--- config.mk ---
export PLATFORM = sky130hd
export DESIGN_NAME = uart_tx_fifo_core
export DESIGN_NICKNAME = d
export VERILOG_FILES = /design/src/rtl/uart_tx_fifo_core.sv
export SDC_FILE = /design/constraint.sdc
export NUM_CORES = 1
export LEC_CHECK = 0
export BUFFER_PORTS_ARGS = -buffer_cell sky130_fd_sc_hd__buf_4
export CAP_MARGIN = 10
export CORE_MARGIN = 3
export CORE_UTILIZATION = 65
export DETAILED_ROUTE_END_ITERATION = 16
export PLACE_DENSITY_LB_ADDON = 0.2
export SYNTH_ARGS = -nofsm -noshare
export SYNTH_HDL_FRONTEND = slang
export SYNTH_SLANG_ARGS = --single-unit
--- constraint.sdc ---
create_clock -name clk -period 6.6 [get_ports clk]
set_clock_uncertainty 0.1 [all_clocks]
set_input_delay 1.32 -clock clk [delete_from_list [all_inputs] [get_ports clk]]
set_output_delay 1.32 -clock clk [all_outputs]
set_load 0.01 [all_outputs]
--- src/rtl/uart_tx_fifo_core.sv ---
// uart_tx_fifo_core: 16550-style UART transmitter with an integrated TX FIFO.
// Optional feature: define UART_TX_CTS_EN to add an active-low cts_n input that gates frame starts.
module uart_tx_fifo_core #(
    parameter int OVS        = 16,
    parameter int FIFO_DEPTH = 16
) (
    input  logic                        clk,
    input  logic                        rst,
    input  logic                        baud_pulse,
    input  logic                        s_valid,
    input  logic [7:0]                  s_data,
    output logic                        s_ready,
    input  logic [1:0]                  wls,
    input  logic                        pen,
    input  logic                        eps,
    input  logic                        stick,
    input  logic                        stb,
    input  logic                        brk,
`ifdef UART_TX_CTS_EN
    input  logic                        cts_n,
`endif
    output logic                        tx,
    output logic [$clog2(FIFO_DEPTH):0] fifo_level,
    output logic                        busy,
    output logic                        tx_empty
);
    localparam int AW = $clog2(FIFO_DEPTH);
    localparam int LW = AW + 1;
    localparam int CW = $clog2(2 * OVS);
    localparam logic [2:0] IDLE   = 3'd0;
    localparam logic [2:0] START  = 3'd1;
    localparam logic [2:0] DATA   = 3'd2;
    localparam logic [2:0] PARITY = 3'd3;
    localparam logic [2:0] STOP   = 3'd4;

    logic [7:0]    mem [FIFO_DEPTH];
    logic [AW-1:0] wr_ptr, rd_ptr;
    logic [LW-1:0] level_nx;
    logic [7:0]    head, head_m, sh;
    logic [2:0]    state, bit_cnt, bit_last;
    logic [CW-1:0] cnt, stop_last, bit_end;
    logic [1:0]    c_wls;
    logic          c_pen, c_stb, par, line;
    logic          push, pop, can_start, bit_done, busy_nx;

    assign push = s_valid && s_ready;
`ifdef UART_TX_CTS_EN
    assign can_start = fifo_level != '0 && !cts_n;
`else
    assign can_start = fifo_level != '0;
`endif
    assign bit_last  = {1'b1, c_wls};
    assign stop_last = !c_stb ? CW'(OVS - 1) : (c_wls == 2'd0 ? CW'(3 * OVS / 2 - 1) : CW'(2 * OVS - 1));
    assign bit_end   = state == STOP ? stop_last : CW'(OVS - 1);
    assign bit_done  = baud_pulse && cnt == bit_end;
    assign pop       = baud_pulse && can_start && (state == IDLE || (state == STOP && cnt == stop_last));
    assign busy_nx   = pop || (busy && !(state == STOP && bit_done));
    assign level_nx  = fifo_level + LW'(push) - LW'(pop);
    assign head      = mem[rd_ptr];
    assign head_m    = head & (8'hFF >> (2'd3 - wls));

    // FIFO storage; contents need no reset because the level gates every read
    always_ff @(posedge clk)
        if (push) mem[wr_ptr] <= s_data;

    // FIFO pointers plus the registered level, ready and transmitter-empty flags
    always_ff @(posedge clk or posedge rst) begin
        if (rst) begin
            wr_ptr     <= '0;
            rd_ptr     <= '0;
            fifo_level <= '0;
            s_ready    <= 1'b1;
            tx_empty   <= 1'b1;
        end else begin
            if (push) wr_ptr <= wr_ptr + 1'b1;
            if (pop) rd_ptr <= rd_ptr + 1'b1;
            fifo_level <= level_nx;
            s_ready    <= level_nx != LW'(FIFO_DEPTH);
            tx_empty   <= level_nx == '0 && !busy_nx;
        end
    end

    // Frame sequencer: one step per baud_pulse, frame config frozen from pop until the stop bit ends
    always_ff @(posedge clk or posedge rst) begin
        if (rst) begin
            state   <= IDLE;
            cnt     <= '0;
            bit_cnt <= '0;
            sh      <= '0;
            par     <= 1'b0;
            c_wls   <= '0;
            c_pen   <= 1'b0;
            c_stb   <= 1'b0;
            line    <= 1'b1;
            tx      <= 1'b1;
            busy    <= 1'b0;
        end else begin
            tx   <= line & ~brk;
            busy <= busy_nx;
            if (pop) begin
                sh    <= head;
                par   <= stick ? ~eps : (eps ? ^head_m : ~^head_m);
                c_wls <= wls;
                c_pen <= pen;
                c_stb <= stb;
                line  <= 1'b0;
                state <= START;
                cnt   <= '0;
            end else if (baud_pulse && state != IDLE) begin
                if (!bit_done) begin
                    cnt <= cnt + 1'b1;
                end else begin
                    cnt <= '0;
                    case (state)
                        START: begin
                            state   <= DATA;
                            line    <= sh[0];
                            sh      <= sh >> 1;
                            bit_cnt <= '0;
                        end
                        DATA: begin
                            if (bit_cnt == bit_last) begin
                                state <= c_pen ? PARITY : STOP;
                                line  <= c_pen ? par : 1'b1;
                            end else begin
                                line    <= sh[0];
                                sh      <= sh >> 1;
                                bit_cnt <= bit_cnt + 3'd1;
                            end
                        end
                        PARITY: begin
                            state <= STOP;
                            line  <= 1'b1;
                        end
                        default: begin
                            state <= IDLE;
                            line  <= 1'b1;
                        end
                    endcase
                end
            end
        end
    end
endmodule
==> impl_metrics.yaml <==
synthesis:
  netlist_top_cells_count: "edfxtp_1, dfrtp_1, nand2_1, nor2_1, mux4_1"
  synth.top_cell.area_share_pct: 52.6
  synth_fp_nets: 472
  yosysMostFrequentCell: "edfxtp_1"
  synth-edff-count: 128
  synth_ff_type: "edfxtp_1"
  avgSynthCellArea_um2: 16.6
  yosysSeqAreaShare_pct: 67.1
  syn_inst: 439
  synth_area_um2: 7300
  synthArstFlopShare_pct: 24.7
  yosysWarnings: 0
  synth_cell_types: 58
  yosys.area.top_type: "edfxtp_1"
  ys_ff_latch: 170
  synth_area_leaders: "edfxtp_1, dfrtp_1, mux4_1, mux4_2, ha_1"
placement:
  portBuffers: 27
  gp_congestion: 0.797
  place_inst: 593
  pre_cts_slack_ns: 2.18
  placed_area_um2: 7600
  post-dp-hpwl_mm: 8.66
hold_path:
  hp-class: "flip-flop to flip-flop"
sta:
  drv_slew: 0
  tightest_slew_ns: 1.24
  setup_violations: 0
  rsz0062_at_grt: "false"
  fmax_ghz: 0.242
  finalCritPeriodShare_pct: 62.6
  fin_ws_ns: 2.47
  setup_tns_ns: 0
  final-hold-violation-count: 0
  min_period_ns: 4.13
  slew-limit-headroom_pct: 16.4
  hold_ws_ns: 0.375
clocking:
  clock_latency_ns: 0.54
  cts_setup_buffers: 0
  tritoncts: "yes"
  clockBufferDepth: 2
  cts_hold_buf: 0
  cts-root-buf: "clkbuf_8"
  cts_num_sinks: 170
  cts_resized: 0
  clk_pin_slew_ns: 0.07
  cts_buffers: 17
  htree_levels: 4
grt:
  gr-total-overflow: 0
  track_usage_pct: 24.0
  grt_pass1_wl_mm: 22.3
  antenna_found_initial: 0
  grt_max_degree: 43
  grt_pass1_vias: 3963
cells_and_area:
  drive_above_1_share_pct: 18.1
  fin_util_pct: 74.5
  final_cells: 625
  final_area_um2: 8110
  area_delta_synth_final_pct: 11.1
  nets: 505
  antennaDiodeCount: 0
die:
  num_rows: 38
  ios: 28
  die_area_um2: 12500
  die_x_um: 112
  core_um2: 10900
  start_util_pct: 67.1
  die_y_um: 112
power_and_ir_drop:
  vdd_drop_max_uv: 279
  powerDensity_nw_per_um2: 441
  totalPowerFinal_mw: 3.58
  p_leak_nw: 2.99
worst_setup_path:
  crit_slowest_cell: "nand4_1"
  worstPathCellList: "ha_1 -> nand2_1 -> a21oi_1 -> o21ai_0 -> o21ai_1 -> nand4_1 -> inv_2 -> ha_1 -> inv_1 -> ha_1 -> inv_1 -> fa_1 -> inv_1 -> a21oi_1 -> nor2_1 -> nor2_1 -> xnor2_1 -> nor4_1"
  worstSetupPathType: "flip-flop to flip-flop"
  max_stage_delay_ns: 0.62
  crit_required_ns: 6.95
  endpoint_kind: "flip-flop"
  critPathLaunchType: "flip-flop"
  crit_arrival_ns: 4.48
  cp_max_fo: 19
run:
  timing.max_cap.violations: 0
routing:
  antenna_left: 0
  vias: 3940
  first_pass_iters: 5
  wl_per_cell_um: 22.3
  drc_errors: 0
  post_drt_via_cell_ratio: 6.30
  routed_wl_mm: 13.9
  drt_iter0_markers: 475
status:
  status: "finished clean"
[worst max-delay path, delay by kind of cell, from the launching register on]
| kind | cells | cell delay, ns |
|---|---|---|
| simple gates | 5 | 1.13 |
| fa+ha+maj | 4 | 1.07 |
| buf+inv | 4 | 0.75 |
| compound gates | 4 | 0.45 |
| flops | 1 | 0.39 |
| xor+xnor | 1 | 0.15 |
[area by class of cell]
| class | instances | area, um^2 |
|---|---|---|
| sequential | 170 | 4900 |
| fill | 639 | 2780 |
| multi-input combinational | 233 | 2220 |
| clock buffer | 18 | 418 |
| timing repair buffer | 30 | 225 |
| tap | 140 | 175 |
| clock inverter | 14 | 97.6 |
| inverter | 20 | 75.1 |
[power by group]
group | total [mW] | internal, mW | switching [mW]
registers | 1.51 | 1.33 | 0.181
clock network | 0.873 | 0.463 | 0.409
logic | 1.19 | 0.584 | 0.609
total | 3.58 | 2.38 | 1.20
[state kept, by name, summed over array words and instances (netlist names), 2 cells and up]
register and cells:
bit_cnt 3, c_wls 2, cnt 5, fifo_level 5
mem 128, rd_ptr 4, sh 8, state 3
wr_ptr 4
[placed cells by master (no fill, tap or decap), types with 8 or more instances in the layout]
master / n
nor2_1: 21
dfrtp_1: 37
xnor2_1: 14
nand2_1: 32
mux4_2: 15
a21oi_1: 10
mux4_1: 20
o21ai_0: 8
ha_1: 13
clkbuf_16: 16
buf_4: 30
inv_1: 17
and2_1: 13
edfxtp_1: 128
[metal layers]
layer  vias up  share of wire (%)  routed length, um  global-route usage [%]
met5         -                  0                  0                       0
met4         0                2.2                303                    10.0
met3        26                4.2                584                    5.05
met2       117                 51               7140                    38.4
met1      2026                 42               5900                    32.8
li1       1771                  -                  -                       -
[path summary, 6_finish.rpt]
check	from	end	slack [ns]	cells past startpoint
min reg2reg	bit_cnt[2]$_DFFE_PP0P_	bit_cnt[2]$_DFFE_PP0P_	0.37	1
min	bit_cnt[2]$_DFFE_PP0P_	bit_cnt[2]$_DFFE_PP0P_	0.37	1
max	cnt[0]$_DFFE_PP0P_	tx_empty$_DFF_PP1_	2.47	18
max reg2reg	cnt[0]$_DFFE_PP0P_	tx_empty$_DFF_PP1_	2.47	18
max in group asynchronous	rst	rd_ptr[0]$_DFFE_PP0N_	5.18	3
min in group asynchronous	rst	cnt[2]$_DFFE_PP0P_	0.81	3
[logic make-up (layout without fill, tap and decap cells)]
family	Yosys count	count (layout)	share of synthesized area, %
adders and majority gates	14	14	2.50
xor gates and xnor gates	18	18	2.35
buffers and inverters	36	82	2.48
and+or+nand+nor	107	107	7.59
muxes	39	39	12.4
DFF	170	170	67.1
AOI/OAI and AO/OA	55	55	5.55
Power figures use the tool's default switching activity.
